$ cat config.mk
export PLATFORM = sky130hd
export DESIGN_NAME = rad_cdc_mcp_bload_arb_flat
export DESIGN_NICKNAME = d
export VERILOG_FILES = /design/src/rtl/rad_cdc_mcp_bload_arb_if.sv /design/src/rtl/rad_cdc_mcp_bload_arb.sv /design/src/flat_wrapper.sv
export SDC_FILE = /design/constraint.sdc
export NUM_CORES = 1
export LEC_CHECK = 0
export CAP_MARGIN = 30
export CORE_UTILIZATION = 48
export CTS_CLUSTER_DIAMETER = 120
export DETAILED_ROUTE_END_ITERATION = 8
export GPL_TIMING_DRIVEN = 0
export PLACE_DENSITY = 0.83
export SYNTH_ARGS = -nofsm -noshare
export SYNTH_HDL_FRONTEND = slang
export SYNTH_SLANG_ARGS = --single-unit
$ cat constraint.sdc
create_clock -name clk -period 2.3 [get_ports clk]
set_input_delay 0.46 -clock clk [delete_from_list [all_inputs] [get_ports clk]]
set_output_delay 0.46 -clock clk [all_outputs]
set_load 0.01 [all_outputs]
$ cat src/rtl/rad_cdc_mcp_bload_arb_if.sv
// ---------------------------------------------------------------------------
// rad_cdc_mcp_bload_arb_if
//
// Bundle of the request / MCP-receiver / delivery signals of the bload
// arbiter. Everything here lives in the receive (bclk) domain.
//
//   req        NREQ        level request per consumer
//   bvalid     1           MCP receiver holds an unconsumed word
//   bdata      WIDTH       MCP receiver captured data
//   bload      1           load strobe to the MCP receiver
//   rsp_valid  NREQ        one-hot 1-cycle delivery strobe
//   rsp_data   WIDTH       delivered word, valid with rsp_valid
//   gnt_id     $clog2(NREQ) index of the last grant
//   busy       1           arbiter FSM not idle
//   drop       1           1-cycle pulse when a word is drained
//   drop_cnt   CNTW        saturating count of drained words
//
// Modports:
//   slave  - the arbiter side (consumes req/bvalid/bdata)
//   master - the environment side (drives req/bvalid/bdata)
// ---------------------------------------------------------------------------
interface rad_cdc_mcp_bload_arb_if #(
    parameter int WIDTH = 8,
    parameter int NREQ  = 4,
    parameter int CNTW  = 8
);
    localparam int IW = (NREQ > 1) ? $clog2(NREQ) : 1;

    logic [NREQ-1:0]  req;
    logic             bvalid;
    logic [WIDTH-1:0] bdata;
    logic             bload;
    logic [NREQ-1:0]  rsp_valid;
    logic [WIDTH-1:0] rsp_data;
    logic [IW-1:0]    gnt_id;
    logic             busy;
    logic             drop;
    logic [CNTW-1:0]  drop_cnt;

    modport slave (
        input  req, bvalid, bdata,
        output bload, rsp_valid, rsp_data, gnt_id, busy, drop, drop_cnt
    );

    modport master (
        output req, bvalid, bdata,
        input  bload, rsp_valid, rsp_data, gnt_id, busy, drop, drop_cnt
    );
endinterface

$ cat src/rtl/rad_cdc_mcp_bload_arb.sv
// ---------------------------------------------------------------------------
// rad_cdc_mcp_bload_arb
//
// Round-robin arbiter sharing one MCP receive channel among NREQ consumers.
// When the receiver holds a word (bvalid) and at least one consumer requests,
// the arbiter pulses bload, commits the grant, and two cycles later delivers
// the captured bdata to the winner with a one-hot rsp_valid strobe. Words
// nobody claims for TIMEOUT cycles are loaded and discarded (drop pulse,
// saturating drop_cnt) so the sender never stalls. TIMEOUT=0 never drains.
//
// Ports:
//   clk   receive-domain clock (bclk)
//   rst   asynchronous active-high reset
//   bus   rad_cdc_mcp_bload_arb_if.slave: req/bvalid/bdata in,
//         bload/rsp_valid/rsp_data/gnt_id/busy/drop/drop_cnt out
// ---------------------------------------------------------------------------
module rad_cdc_mcp_bload_arb #(
    parameter int WIDTH   = 8,
    parameter int NREQ    = 4,
    parameter int TIMEOUT = 64,
    parameter int CNTW    = 8
) (
    input  logic                      clk,
    input  logic                      rst,
    rad_cdc_mcp_bload_arb_if.slave    bus
);
    localparam int IW = (NREQ > 1) ? $clog2(NREQ) : 1;
    localparam int TW = (TIMEOUT > 1) ? $clog2(TIMEOUT) : 1;
    localparam logic [TW-1:0] TLAST   = (TIMEOUT > 0) ? TW'(TIMEOUT - 1) : '0;
    localparam logic [IW-1:0] LAST_ID = IW'(NREQ - 1);

    typedef enum logic [2:0] {
        IDLE,
        LOAD,
        DLVR,
        DRAIN,
        WAIT
    } state_t;

    state_t          state;
    state_t          state_nxt;
    logic [IW-1:0]   rr_ptr;
    logic [IW-1:0]   gnt_id;
    logic [IW-1:0]   winner;
    logic            win_found;
    int unsigned     idx;
    logic [TW-1:0]   tcnt;
    logic [CNTW-1:0] drop_cnt;
    logic            any_req;
    logic            expired;
    logic            bload_fsm;

    assign any_req = |bus.req;
    assign expired = (TIMEOUT != 0) && (tcnt == TLAST);

    // First asserted request at or after the RR pointer, wrapping modulo NREQ.
    always_comb begin
        winner    = '0;
        win_found = 1'b0;
        idx       = 0;
        for (int unsigned i = 0; i < NREQ; i++) begin
            idx = 32'(rr_ptr) + i;
            if (idx >= NREQ) begin
                idx = idx - NREQ;
            end
            if (!win_found && bus.req[IW'(idx)]) begin
                win_found = 1'b1;
                winner    = IW'(idx);
            end
        end
    end

    // Next state and bload. A request present in the expiry cycle takes
    // priority over the drain.
    always_comb begin
        state_nxt = state;
        bload_fsm = 1'b0;
        case (state)
            IDLE: begin
                if (bus.bvalid && any_req) begin
                    state_nxt = LOAD;
                    bload_fsm = 1'b1;
                end else if (bus.bvalid && expired) begin
                    state_nxt = DRAIN;
                    bload_fsm = 1'b1;
                end
            end
            LOAD:    state_nxt = DLVR;
            DLVR:    state_nxt = WAIT;
            DRAIN:   state_nxt = WAIT;
            WAIT:    state_nxt = IDLE;
            default: state_nxt = IDLE;
        endcase
    end

    always_ff @(posedge clk or posedge rst) begin
        if (rst) begin
            state    <= IDLE;
            rr_ptr   <= '0;
            gnt_id   <= '0;
            tcnt     <= '0;
            drop_cnt <= '0;
        end else begin
            state <= state_nxt;

            if (state == IDLE && state_nxt == LOAD) begin
                gnt_id <= winner;
            end

            if (state == DLVR) begin
                rr_ptr <= (gnt_id == LAST_ID) ? '0 : gnt_id + IW'(1);
            end

            if (state == DRAIN && drop_cnt != '1) begin
                drop_cnt <= drop_cnt + CNTW'(1);
            end

            // Counts only while an unclaimed word waits in IDLE; any exit
            // from IDLE (including the drain itself) clears it.
            if (TIMEOUT != 0 && state == IDLE && state_nxt == IDLE &&
                bus.bvalid && !any_req) begin
                tcnt <= tcnt + TW'(1);
            end else begin
                tcnt <= '0;
            end
        end
    end

    // bload is combinational; masking with rst keeps every output at zero
    // while reset is held even if bvalid and req are already high.
    assign bus.bload     = bload_fsm && !rst;
    assign bus.rsp_valid = (state == DLVR) ? ({{(NREQ-1){1'b0}}, 1'b1} << gnt_id) : '0;
    assign bus.rsp_data  = (state == DLVR) ? bus.bdata : '0;
    assign bus.gnt_id    = gnt_id;
    assign bus.busy      = (state != IDLE);
    assign bus.drop      = (state == DRAIN);
    assign bus.drop_cnt  = drop_cnt;

endmodule
$ cat src/flat_wrapper.sv
// flat-port wrapper written by rule: the top's interface ports become plain ports
module rad_cdc_mcp_bload_arb_flat 
#(
    parameter int WIDTH   = 8,
    parameter int NREQ    = 4,
    parameter int TIMEOUT = 64,
    parameter int CNTW    = 8
)
  (clk, rst, bus_req, bus_bvalid, bus_bdata, bus_bload, bus_rsp_valid, bus_rsp_data, bus_gnt_id, bus_busy, bus_drop, bus_drop_cnt);
  rad_cdc_mcp_bload_arb_if #(.WIDTH(WIDTH), .NREQ(NREQ), .CNTW(CNTW)) bus_i ();
  input  logic clk;
  input  logic rst;
  input wire logic [$bits(bus_i.req)-1:0] bus_req;
  input wire logic [$bits(bus_i.bvalid)-1:0] bus_bvalid;
  input wire logic [$bits(bus_i.bdata)-1:0] bus_bdata;
  output wire logic [$bits(bus_i.bload)-1:0] bus_bload;
  output wire logic [$bits(bus_i.rsp_valid)-1:0] bus_rsp_valid;
  output wire logic [$bits(bus_i.rsp_data)-1:0] bus_rsp_data;
  output wire logic [$bits(bus_i.gnt_id)-1:0] bus_gnt_id;
  output wire logic [$bits(bus_i.busy)-1:0] bus_busy;
  output wire logic [$bits(bus_i.drop)-1:0] bus_drop;
  output wire logic [$bits(bus_i.drop_cnt)-1:0] bus_drop_cnt;
  assign bus_i.req = bus_req;
  assign bus_i.bvalid = bus_bvalid;
  assign bus_i.bdata = bus_bdata;
  assign bus_bload = bus_i.bload;
  assign bus_rsp_valid = bus_i.rsp_valid;
  assign bus_rsp_data = bus_i.rsp_data;
  assign bus_gnt_id = bus_i.gnt_id;
  assign bus_busy = bus_i.busy;
  assign bus_drop = bus_i.drop;
  assign bus_drop_cnt = bus_i.drop_cnt;
  rad_cdc_mcp_bload_arb #(.WIDTH(WIDTH), .NREQ(NREQ), .TIMEOUT(TIMEOUT), .CNTW(CNTW)) u_core (.clk(clk), .rst(rst), .bus(bus_i));
endmodule
# Word-level counts from Yosys, hierarchy flattened
# Index checks and enable logic that the tools add are counted.
# word_totals
register_bits	21
out_inout_bits	25
# classes
addsub	10
n_lt_le_gt_ge	8
eq_ne	7
shifts	1
muxes	29
reduce_logical	21
# op_table
op	count
$mux 2	9
$lt 2x3->1 const B	4
$logic_and 1x1->1	11
$mux 1	10
$ge 3x3->1 const B	3
$pmux 3 s3	1
$add 8x1->8 const B	1
$bmux 1 s2	4
$mux 8	1
$ne 8x8->1 const B	1
$sub 2x1->2 const B	4
$add 2x2->3 const B	2
$add 6x1->6 const B	1
$eq 3x1->1 const B	2
$eq 3x2->1 const B	2
$eq 6x6->1 const B	1
$logic_not 3->1	2
$mux 3	2
$mux 6	1
$logic_not 1->1	5
$mux 4	1
$reduce_or 4->1	1
$shl 1x2->4 const A	1
$add 2x1->3 const B	1
other kinds (5)	5

# Depth between registers and ports, before layout
# Gate-level depths: netlist (run 1).
# logic_depth
ltp_word	14
mapped_depth	5
depth_no_buf	5

# Worst setup path after synthesis (run 1)
# OpenSTA, ideal clock, no wires.
# synth_path
path_type	input-to-output
startpoint	input port bus_req[1]
endpoint	output port bus_bload
arrival_time_ns	1.463
path_slack_ns	0.377
path_stages	4
path_buffers	1
cell_sequence	buf_6 or4_4 o21a_1 and2_1
# synth_via
elab_chain_cells	5
# synth_lines
item	line	text
from (decl)	flat_wrapper.sv:13	input wire logic [$bits(bus_i.req)-1:0] bus_req;
$reduce_or 4->1	rad_cdc_mcp_bload_arb.sv:53	assign any_req = |bus.req;
$logic_and 1x1->1	rad_cdc_mcp_bload_arb.sv:80	if (bus.bvalid && any_req) begin
$mux 1	rad_cdc_mcp_bload_arb.sv:80	
$mux 1	rad_cdc_mcp_bload_arb.sv:78	case (state)
$logic_and 1x1->1	rad_cdc_mcp_bload_arb.sv:131	assign bus.bload = bload_fsm && !rst;
to (decl)	flat_wrapper.sv:16	output wire logic [$bits(bus_i.bload)-1:0] bus_bload;
# Every way passes these cells.

# Worst setup path in the final report (run 1)
# layout_path
startpoint	register u_core.state[2]
endpoint	output port bus_busy
# layout_via
elab_chain_cells	1
# layout_lines
item	line	text
from (decl)	rad_cdc_mcp_bload_arb.sv:40	state_t state;
from (signal assigned)	rad_cdc_mcp_bload_arb.sv:104	state <= state_nxt;
$reduce_bool 3->1	rad_cdc_mcp_bload_arb.sv:135	assign bus.busy = (state != IDLE);
to (decl)	flat_wrapper.sv:20	output wire logic [$bits(bus_i.busy)-1:0] bus_busy;
# Every way passes these cells.

==> flow_summary_export.csv, run 1 <==
group,metric,value,unit
outcome,status,"finished, final reports clean",
placement,gp_congestion,0.8012,
logic_synthesis,synth.avg_cell_area,9.517,um^2
cells_and_area,area_growth_syn_to_layout,41.93,%
setup_path,worst_path_max_delay_cell,"clkdlybuf4s50_1",
cells_and_area,multi_input_area,643.1,um^2
logic_synthesis,yosysWarningCount,0,
floorplanning,die_height,52.18,um
power,ir_drop,0.5774,mV
placement,place_area,1624,um^2
sta,setup_viol,0,
setup_path,crit_chain,"buf_4 -> or3_1 -> clkdlybuf4s50_1",
setup_path,worstPathMaxFanout,4,
cts,root_buffer,"clkbuf_4",
cells_and_area,nets,195,
cts,clk_pin_slew_worst_paths,110,ps
cells_and_area,final_util,74.67,%
detailed_routing,routed_via_density,5.378,
logic_synthesis,synth-edff-count,0,
sta,drv_slew,0,
setup_path,critPathRequiredTime,1840,ps
min_path,hp-class,"flip-flop to flip-flop",
sta,rsz0062_at_grt,"false",
cells_and_area,regArea,525.5,um^2
logic_synthesis,synth.yosys.seq_area_share,43.48,%
detailed_routing,drt-initial-drc-count,10,
power,p_per_area,744.7,nW/um^2
cts,clockBufferDepth,2,
logic_synthesis,synthArstFlopShare,100.0,%
setup_path,cp_slowest_stage_delay,480,ps
logic_synthesis,yosysTopAreaCell,"dfrtp_1",
placement,io_buffers,38,
global_route,grt_max_degree,13,
sta,final_hold_viol_count,0,
setup_path,cp.arrival,1710,ps
detailed_routing,ant_nets,0,
cells_and_area,fill_cells,172,
cells_and_area,antenna_cells,0,
logic_synthesis,synth_cells,127,
logic_synthesis,synthFlopType,"dfrtp_1",
logic_synthesis,yosys_register_bits,21,
detailed_routing,dr.pass1.iters,4,
cells_and_area,final_cell_count_no_fill,201,
floorplanning,core_area,2297,um^2
logic_synthesis,syn_nets,148,
global_route,grt_overflow,0,
power,p_leak,0.9479,nW
global_route,grt.total_usage,22.52,%
floorplanning,initial_utilization,52.61,%
cells_and_area,drive_gt1_share,13.29,%
setup_path,endpoint_kind,"primary output",
logic_synthesis,synth.area.top_cells,"dfrtp_1 (43%), and2_1 (6.7%), ha_1 (6.2%), nor2_1 (3.7%), xor2_1 (3.6%)",
sta,clock.fmax,0.4602,GHz
cts,clock_latency,310,ps
detailed_routing,drc_errors,0,
floorplanning,die_x,52.18,um
cells_and_area,final_cell_area,1715,um^2
logic_synthesis,synth.distinct_cells,40,
cts,htree_num_levels,1,
detailed_routing,drt-total-wl,2.639,mm
sta,hold_ws,458.0,ps
setup_path,cp-start-kind,"flip-flop",
sta,period_share,94.47,%
sta,tightest_slew,470.2,ps
run,maxCapViolations,0,
global_route,grt_pass1_vias,1031,
logic_synthesis,syn_area,1209,um^2
placement,dp.cells,193,
floorplanning,die-area,2723,um^2
sta,period_needed,2173,ps
cts,numCtsBuffers,3,
cts,cts_sinks,21,
setup_path,critPathKind,"flip-flop to primary output",
detailed_routing,wl_per_cell,13.13,um
detailed_routing,vias,1081,
logic_synthesis,netlist.area_leader.share,43.48,%
floorplanning,io_pins,40,
cts,cts_tree,"yes",
sta,clock_skew,2.246,ps
global_route,grt_pass1_wl,4.340,mm
global_route,antenna_found_initial,0,
floorplanning,num_rows,17,
placement,dp.final_hpwl,1.981,mm
sta,relSlewSlack,68.48,%
[per-layer routing]
layer / up-vias / part of all wire (%) / global-route usage, %
li1: 532 / - / -
met1: 503 / 37 / 24.01
met2: 39 / 54 / 40.17
met3: 7 / 7.0 / 7.246
met4: 0 / 1.7 / 10.09
met5: - / 0 / 0
[layout by cell type (no fill, tap or decap), drive strengths merged, types with 3 or more instances in the layout]
| cell | count |
|---|---|
| dlygate4sd2 | 4 |
| dlymetal6s2s | 11 |
| nand2 | 9 |
| ha | 6 |
| mux2 | 3 |
| clkdlybuf4s50 | 21 |
| nor3 | 4 |
| and2 | 13 |
| clkbuf | 5 |
| nand3 | 7 |
| nor2 | 12 |
| xor2 | 5 |
| inv | 7 |
| buf | 5 |
| dfrtp | 21 |
| a21oi | 3 |
| xnor2 | 3 |
[report_power, final]
part | switching [mW] | internal (mW)
combinational | 0.242 | 0.318
sequential | 0.100 | 0.444
clock | 0.109 | 0.0650
total | 0.451 | 0.827
[final timing paths]
path | to | from | cells past startpoint | slack [ps]
worst min-delay path | u_core.state[2] | u_core.state[2] | 1 | 460
max in group asynchronous | u_core.bus.gnt_id[1] | rst | 2 | 1460
worst min register to register | u_core.state[2] | u_core.state[2] | 1 | 460
worst max-delay path | bus_busy | u_core.state[2] | 3 | 130
min in group asynchronous | u_core.tcnt[5] | rst | 2 | 500
worst max register to register | u_core.bus.drop_cnt[6] | u_core.state[2] | 6 | 720
[cell type report]
cell class,instances,area share (%)
Buffer,3,1.386
Clock buffer,3,1.313
Clock inverter,1,0.2918
Inverter,8,1.969
Multi-Input combinational cell,95,37.49
Sequential cell,21,30.63
Tap cell,28,2.042
Timing Repair Buffer,41,24.58
Timing Repair inverter,1,0.2918
[through the flow]
step	setup WS (ps)	TNS (ps)	total power, mW
global route	64.11	0	1.376
CTS	0.008882	0	1.293
finish	127.2	0	1.277
floorplan	376.9	0	0.8263
detailed placement	-525.9	-525.9	1.092
global placement	-517.1	-517.1	1.067
[Yosys cell counts (3+ instances only)]
master / number
nand3_1: 7
xnor2_1: 3
nor2_1: 12
dfrtp_1: 21
ha_1: 6
and2_1: 13
inv_1: 8
nand2_1: 9
xor2_1: 5
mux2_2: 3
a21oi_1: 3
nor3_1: 4
[logic make-up after synthesis]
family / after synthesis / synth area share [%]
flops: 21 / 43.48
xor+xnor: 8 / 5.797
buf+inv: 11 / 4.140
mux: 3 / 2.795
fa+ha+maj: 6 / 6.211
simple gates: 60 / 26.81
compound gates: 18 / 10.77
[registers in the layout, indices dropped and copies added (netlist names)]
signal and flops:
u_core.bus.drop_cnt 8, u_core.bus.gnt_id 2, u_core.rr_ptr 2, u_core.state 3
u_core.tcnt 6
[critical path, delay by kind of cell (launching register included)]
| family | cells | cell delay [ps] |
|---|---|---|
| flops | 1 | 410 |
| simple gates | 1 | 370 |
| buf+inv | 2 | 630 |
[what timing repair did]
action                                  CTS  global route
resized for setup                        14            13
pin swaps                                 0             0
setup buffers                             3             0
hold buffers                              0             0
endpoints found under the setup margin    9            12
cloned                                    1             0
(Power assumes the default switching activity.)
==> inputs of run 2 (changes only) <==
--- a/config.mk
+++ b/config.mk
@@ -6,11 +6,11 @@
 export NUM_CORES = 1
 export LEC_CHECK = 0
 export CAP_MARGIN = 30
-export CORE_UTILIZATION = 48
+export CORE_UTILIZATION = 45
 export CTS_CLUSTER_DIAMETER = 120
 export DETAILED_ROUTE_END_ITERATION = 8
 export GPL_TIMING_DRIVEN = 0
-export PLACE_DENSITY = 0.83
+export PLACE_DENSITY = 0.79
 export SYNTH_ARGS = -nofsm -noshare
 export SYNTH_HDL_FRONTEND = slang
 export SYNTH_SLANG_ARGS = --single-unit
==> run 2 against run 1 <==
Compared with the run above: global-route usage down 2.0 points; non-clock buffer count rose by 6; sequential share of layout area down 0.83 points; fmax is 1.7% lower; flip-flop and latch count unchanged; register-to-register slack better by 20 ps; highest routed layer unchanged.
==> flow_summary_export.csv, run 2 (same netlist as run 1, synthesis figures left out) <==
group,metric,value,unit
cells_and_area,drive_gt1_share,15.64,%
setup_path,worst_path_max_delay_cell,"clkdlybuf4s50_1",
detailed_routing,drc_errors,0,
power,ir_drop,0.5451,mV
cts,root_buffer,"clkbuf_4",
floorplanning,initial_utilization,48.35,%
sta,final_hold_viol_count,0,
floorplanning,io_pins,40,
min_path,hp-class,"flip-flop to flip-flop",
setup_path,cp_slowest_stage_delay,540,ps
setup_path,r2r_start,"u_core.state[2]",
floorplanning,die_height,53.83,um
setup_path,crit_chain,"buf_4 -> and3b_1 -> buf_2 -> clkdlybuf4s50_1",
global_route,gr-usage-met3,1.977,%
detailed_routing,routed_via_density,5.373,
global_route,grt_use_met2,38.68,%
placement,dp.cells,195,
global_route,grt_pass1_wl,4.257,mm
detailed_routing,drt-initial-drc-count,13,
cells_and_area,layout_top_registers,"u_core.bus.drop_cnt x8, u_core.tcnt x6, u_core.state x3",
setup_path,endpoint_kind,"primary output",
setup_path,reg2reg_depth,6,
setup_path,critPathRequiredTime,1840,ps
cells_and_area,area_growth_syn_to_layout,45.86,%
global_route,grt.busiest_layer,"met2",
cells_and_area,top_register,"u_core.bus.drop_cnt",
detailed_routing,wl_per_cell,13.55,um
cts,clock_latency,300,ps
cells_and_area,largest_reg_flops,8,
cells_and_area,fill_cells,196,
run,maxCapViolations,0,
cells_and_area,regArea,525.5,um^2
setup_path,crit_end,"bus_drop",
floorplanning,core_area,2500,um^2
setup_path,r2r_setup_slack,740,ps
sta,tightest_slew,469.2,ps
power,p_per_area,741.0,nW/um^2
cts,clockBufferDepth,2,
sta,clock.fmax,0.4523,GHz
setup_path,critPathKind,"flip-flop to primary output",
placement,dp.final_hpwl,1.998,mm
cells_and_area,antenna_cells,0,
sta,setup_viol,0,
min_path,min_path_cells,1,
cells_and_area,multi_input_area,649.4,um^2
sta,period_share,96.12,%
power,p_leak,0.9501,nW
placement,io_buffers,38,
sta,setup_tns,0,ps
setup_path,cp.arrival,1750,ps
sta,clock_skew,6.353,ps
global_route,met1_usage,23.70,%
setup_path,r2r_end,"u_core.bus.drop_cnt[7]",
cts,htree_num_levels,1,
cells_and_area,nets,201,
detailed_routing,drt-total-wl,2.831,mm
cts,cts_sinks,21,
global_route,grt_pass1_vias,1002,
floorplanning,num_rows,18,
sta,relSlewSlack,68.55,%
global_route,grt.total_usage,20.50,%
cells_and_area,final_cell_count_no_fill,209,
floorplanning,die_x,53.83,um
global_route,grt_max_degree,13,
global_route,antenna_found_initial,0,
floorplanning,die-area,2897,um^2
placement,gp_congestion,0.7601,
cts,cts_hold_buf,0,
cts,clk_pin_slew_worst_paths,110,ps
cells_and_area,final_cell_area,1763,um^2
setup_path,worstSetupStartpoint,"u_core.state[2]",
setup_path,crit_family,"buffers and inverters",
setup_path,worst-path-buf-inv,3,
setup_path,worst-path-stages,4,
setup_path,cp-start-kind,"flip-flop",
cts,cts_tree,"yes",
sta,drv_slew,0,
placement,place_area,1627,um^2
cells_and_area,layout_commonest_cell,"clkdlybuf4s50_1",
detailed_routing,ant_nets,0,
outcome,status,"finished, final reports clean",
sta,rsz0062_at_grt,"false",
cells_and_area,final_cell_mix,"clkdlybuf4s50_1 (22), dfrtp_1 (21), and2_1 (13)",
detailed_routing,dr.pass1.iters,4,
setup_path,worstPathMaxFanout,5,
detailed_routing,vias,1123,
sta,period_needed,2211,ps
cts,numCtsBuffers,3,
global_route,grt_overflow,0,
==> run 2: changes by cell type in the layout (fill, tap and decap cells not counted) <==
| cell | previous run | this run |
|---|---|---|
| buf_4 | 3 | 9 |
| clkdlybuf4s50_1 | 21 | 22 |
| dlygate4sd2_1 | 4 | 5 |
| dlymetal6s2s_1 | 11 | 9 |
| nor2b_1 | 0 | 1 |
| nor2b_2 | 1 | 0 |
| nor4b_2 | 1 | 0 |
| nor4b_4 | 0 | 1 |
==> run 2: worst reg2reg max path, stage by stage (launching register included) <==
cell     delay [ps]
dfrtp_1         400
buf_4           160
and3b_1         200
buf_2           150
o21ai_2         110
nor4_1          310
xor2_1          170
==> run 2: cell type report <==
class	count	area share [%]
multi-input combinational	95	36.83
sequential	21	29.81
timing repair buffer	47	26.12
tap	30	2.129
inverter	8	1.916
buffer	3	1.348
clock buffer	3	1.278
clock inverter	1	0.2839
timing repair inverter	1	0.2839
==> run 2: layer usage <==
| metal | wire [um] | share of wire [%] |
|---|---|---|
| met1 | 1084 | 38 |
| met5 | 0 | 0 |
| met4 | 17 | 0.60 |
| met2 | 1512 | 53 |
| met3 | 217 | 7.7 |
==> run 2: per-stage QoR <==
stage                     total power [mW]  hold WS (ps)  setup slack, ps  utilization, %
final                                1.306         451.4            89.28           70.52
after CTS                            1.301         446.9            8.847           67.67
after global routing                 1.397         468.3            39.70           70.52
after floorplan                     0.8263         432.9            376.9               -
after detailed placement             1.097         467.8           -524.0           65.07
after global placement               1.066         454.1           -514.0           65.07
==> run 2: how the worst min path moves through the flow <==
stage	startpoint	to
global placement	u_core.tcnt[0]	u_core.tcnt[0]
detailed placement	u_core.tcnt[0]	u_core.tcnt[0]
floorplan	u_core.tcnt[0]	u_core.tcnt[0]
CTS	u_core.state[2]	u_core.state[2]
global route	u_core.state[2]	u_core.state[2]
finish	u_core.state[2]	u_core.state[2]
==> run 2: what timing repair did <==
| action | 4_1_cts | 5_1_grt |
|---|---|---|
| endpoints found under the setup margin | 10 | 10 |
| resized for setup | 15 | 11 |
| buffers inserted | 3 | 6 |
| cloned | 1 | 0 |
==> run 2: where the power goes <==
part           internal (mW)  switching (mW)
clock                 0.0648           0.112
combinational          0.329           0.253
sequential             0.444           0.105
==> inputs of run 3 (changes only) <==
==> constraint.sdc (replaced) <==
create_clock -name clk -period 2.85 [get_ports clk]
set_input_delay 0.57 -clock clk [delete_from_list [all_inputs] [get_ports clk]]
set_output_delay 0.57 -clock clk [all_outputs]
set_load 0.01 [all_outputs]
==> run 3 against run 2 <==
Compared with the run above: combinational power down 25%; worst setup slack improved by 41 ps; final area is 5.4% lower; critical path type unchanged; critical endpoint is now bus_rsp_data[3]; largest cell class unchanged.
==> flow_summary_export.csv, run 3 (same netlist as run 1, synthesis figures left out) <==
group,metric,value,unit
cells_and_area,final_cell_count_no_fill,200,
power,p_leak,0.7384,nW
setup_path,cp.arrival,2150,ps
min_path,min_from,"u_core.tcnt[0]",
cells_and_area,final_cell_area,1668,um^2
power,ir_drop,0.4084,mV
global_route,grt_pass1_wl,4.119,mm
global_route,grt.total_usage,19.73,%
detailed_routing,dr.pass1.iters,4,
detailed_routing,ant_nets,0,
cells_and_area,nets,192,
cells_and_area,area_growth_syn_to_layout,37.99,%
detailed_routing,vias,1078,
floorplanning,die_x,53.83,um
sta,period_needed,2720,ps
setup_path,r2r_start,"u_core.bus.drop_cnt[0]",
detailed_routing,wl_per_cell,13.16,um
detailed_routing,drt-total-wl,2.631,mm
cells_and_area,top_register,"u_core.bus.drop_cnt",
cts,cts_sinks,21,
detailed_routing,drc_errors,0,
cts,clock_latency,300,ps
cts,htree_num_levels,1,
floorplanning,num_rows,18,
cts,clockBufferDepth,2,
cts,root_buffer,"clkbuf_4",
setup_path,r2r_setup_slack,1310,ps
setup_path,worst_path_max_delay_cell,"clkdlybuf4s50_1",
placement,dp.cells,195,
sta,period_share,95.44,%
floorplanning,core_area,2500,um^2
placement,dp.final_hpwl,1.998,mm
global_route,grt_overflow,0,
setup_path,worstSetupStartpoint,"u_core.state[1]",
cells_and_area,largest_reg_flops,8,
floorplanning,die_height,53.83,um
power,p_seq_share,43.6,%
placement,gp_congestion,0.7601,
setup_path,critPathRequiredTime,2280,ps
placement,place_area,1627,um^2
global_route,grt_pass1_vias,982,
detailed_routing,drt-initial-drc-count,18,
power,clkPwrFrac,13.8,%
global_route,antenna_found_initial,0,
cts,numCtsBuffers,3,
sta,clock.fmax,0.3676,GHz
min_path,hp-class,"flip-flop to flip-flop",
floorplanning,die-area,2897,um^2
cells_and_area,layout_top_registers,"u_core.bus.drop_cnt x8, u_core.tcnt x6, u_core.state x3",
setup_path,crit_chain,"nor2b_1 -> and2b_1 -> clkbuf_1 -> and2_1 -> clkdlybuf4s50_1",
cells_and_area,drive_gt1_share,8.824,%
sta,rsz0062_at_grt,"false",
power,power,1.022,mW
setup_path,worstPathMaxFanout,10,
global_route,grt_max_degree,23,
floorplanning,io_pins,40,
sta,clock_skew,8.158,ps
floorplanning,initial_utilization,48.35,%
setup_path,cp-start-kind,"flip-flop",
setup_path,critPathKind,"flip-flop to primary output",
setup_path,cp_slowest_stage_delay,530,ps
power,switching_share,35.67,%
setup_path,endpoint_kind,"primary output",
placement,io_buffers,38,
cells_and_area,layout_commonest_cell,"clkdlybuf4s50_1",
sta,tightest_slew,477.1,ps
detailed_routing,routed_via_density,5.390,
sta,relSlewSlack,68.02,%
power,p_int,0.6575,mW
cts,clk_pin_slew_worst_paths,120,ps
cells_and_area,antenna_cells,0,
sta,final_hold_viol_count,0,
sta,hold_ws,492.0,ps
cts,cts_tree,"yes",
power,pwr-share-comb,42.6,%
outcome,status,"finished, final reports clean",
power,power_switching,0.3646,mW
sta,setup_viol,0,
sta,drv_slew,0,
cells_and_area,final_cell_mix,"clkdlybuf4s50_1 (34), dfrtp_1 (21), and2_1 (13)",
power,p_per_area,612.9,nW/um^2
run,maxCapViolations,0,
[run 3: cell types whose count changed in the layout (fill, tap and decap cells not counted)]
cell | before | now
and2b_1 | 0 | 1
and2b_2 | 1 | 0
buf_4 | 9 | 0
clkbuf_1 | 0 | 1
clkbuf_2 | 1 | 0
clkbuf_4 | 4 | 3
clkdlybuf4s15_2 | 1 | 0
clkdlybuf4s50_1 | 22 | 34
dlygate4sd2_1 | 5 | 3
dlymetal6s2s_1 | 9 | 1
nor4b_2 | 0 | 1
nor4b_4 | 1 | 0
[run 3: final cells by class]
class                           count  area, um^2
Sequential cell                    21       525.5
Multi-Input combinational cell     95       639.4
Clock inverter                      1       5.005
Inverter                            8       33.78
Buffer                              3       20.02
Fill cell                         206       832.0
Tap cell                           30       37.54
Clock buffer                        3       22.52
Timing Repair Buffer               38       379.1
Timing Repair inverter              1       5.005
[run 3: power by group through the flow]
stage	Combinational [mW]	Sequential [mW]	Clock [mW]
floorplan	0.224	0.443	0
global placement	0.420	0.440	0
detailed placement	0.437	0.448	0
CTS	0.441	0.445	0.146
global route	0.479	0.463	0.154
finish	0.435	0.446	0.141
[run 3: final timing paths]
kind / to / depth (start not counted)
setup / recovery: bus_rsp_data[3] / 5
hold / removal: u_core.tcnt[0] / 1
setup reg to reg: u_core.bus.drop_cnt[1] / 4
hold reg to reg: u_core.tcnt[0] / 1
max in group asynchronous: u_core.bus.gnt_id[0] / 2
min in group asynchronous: u_core.tcnt[1] / 2
[run 3: routing by layer]
| metal | routed length, um | share of wire [%] | global-route usage, % | up-vias |
|---|---|---|---|---|
| met4 | 14 | 0.53 | 7.018 | 0 |
| met1 | 1057 | 40 | 22.62 | 504 |
| li1 | - | - | - | 528 |
| met5 | 0 | 0 | 0 | - |
| met3 | 194 | 7.4 | 1.977 | 2 |
| met2 | 1365 | 52 | 37.24 | 44 |
[run 3: critical path: cells and delay by family (launching register included)]
family / cells / cell delay (ps)
flops: 1 / 440
simple gates: 3 / 610
buf+inv: 2 / 800
[run 3: metrics by stage]
stage / worst slack (ps) / utilization, % / setup TNS (ps)
final: 129.9 / 66.72 / 0
after global placement: -184.0 / 65.07 / -184.0
after CTS: 3.947 / 66.42 / 0
after global routing: 1.302 / 66.72 / 0
after floorplan: 706.9 / - / 0
after detailed placement: -194.0 / 65.07 / -194.0
[run 3: timing repair]
item | 4_1_cts | 5_1_grt
setup endpoints to repair | 1 | 1
gates cloned | 0 | 1
setup buffers | 0 | 0
hold buffers | 0 | 0
pin swaps | 0 | 0
resized for setup | 5 | 1
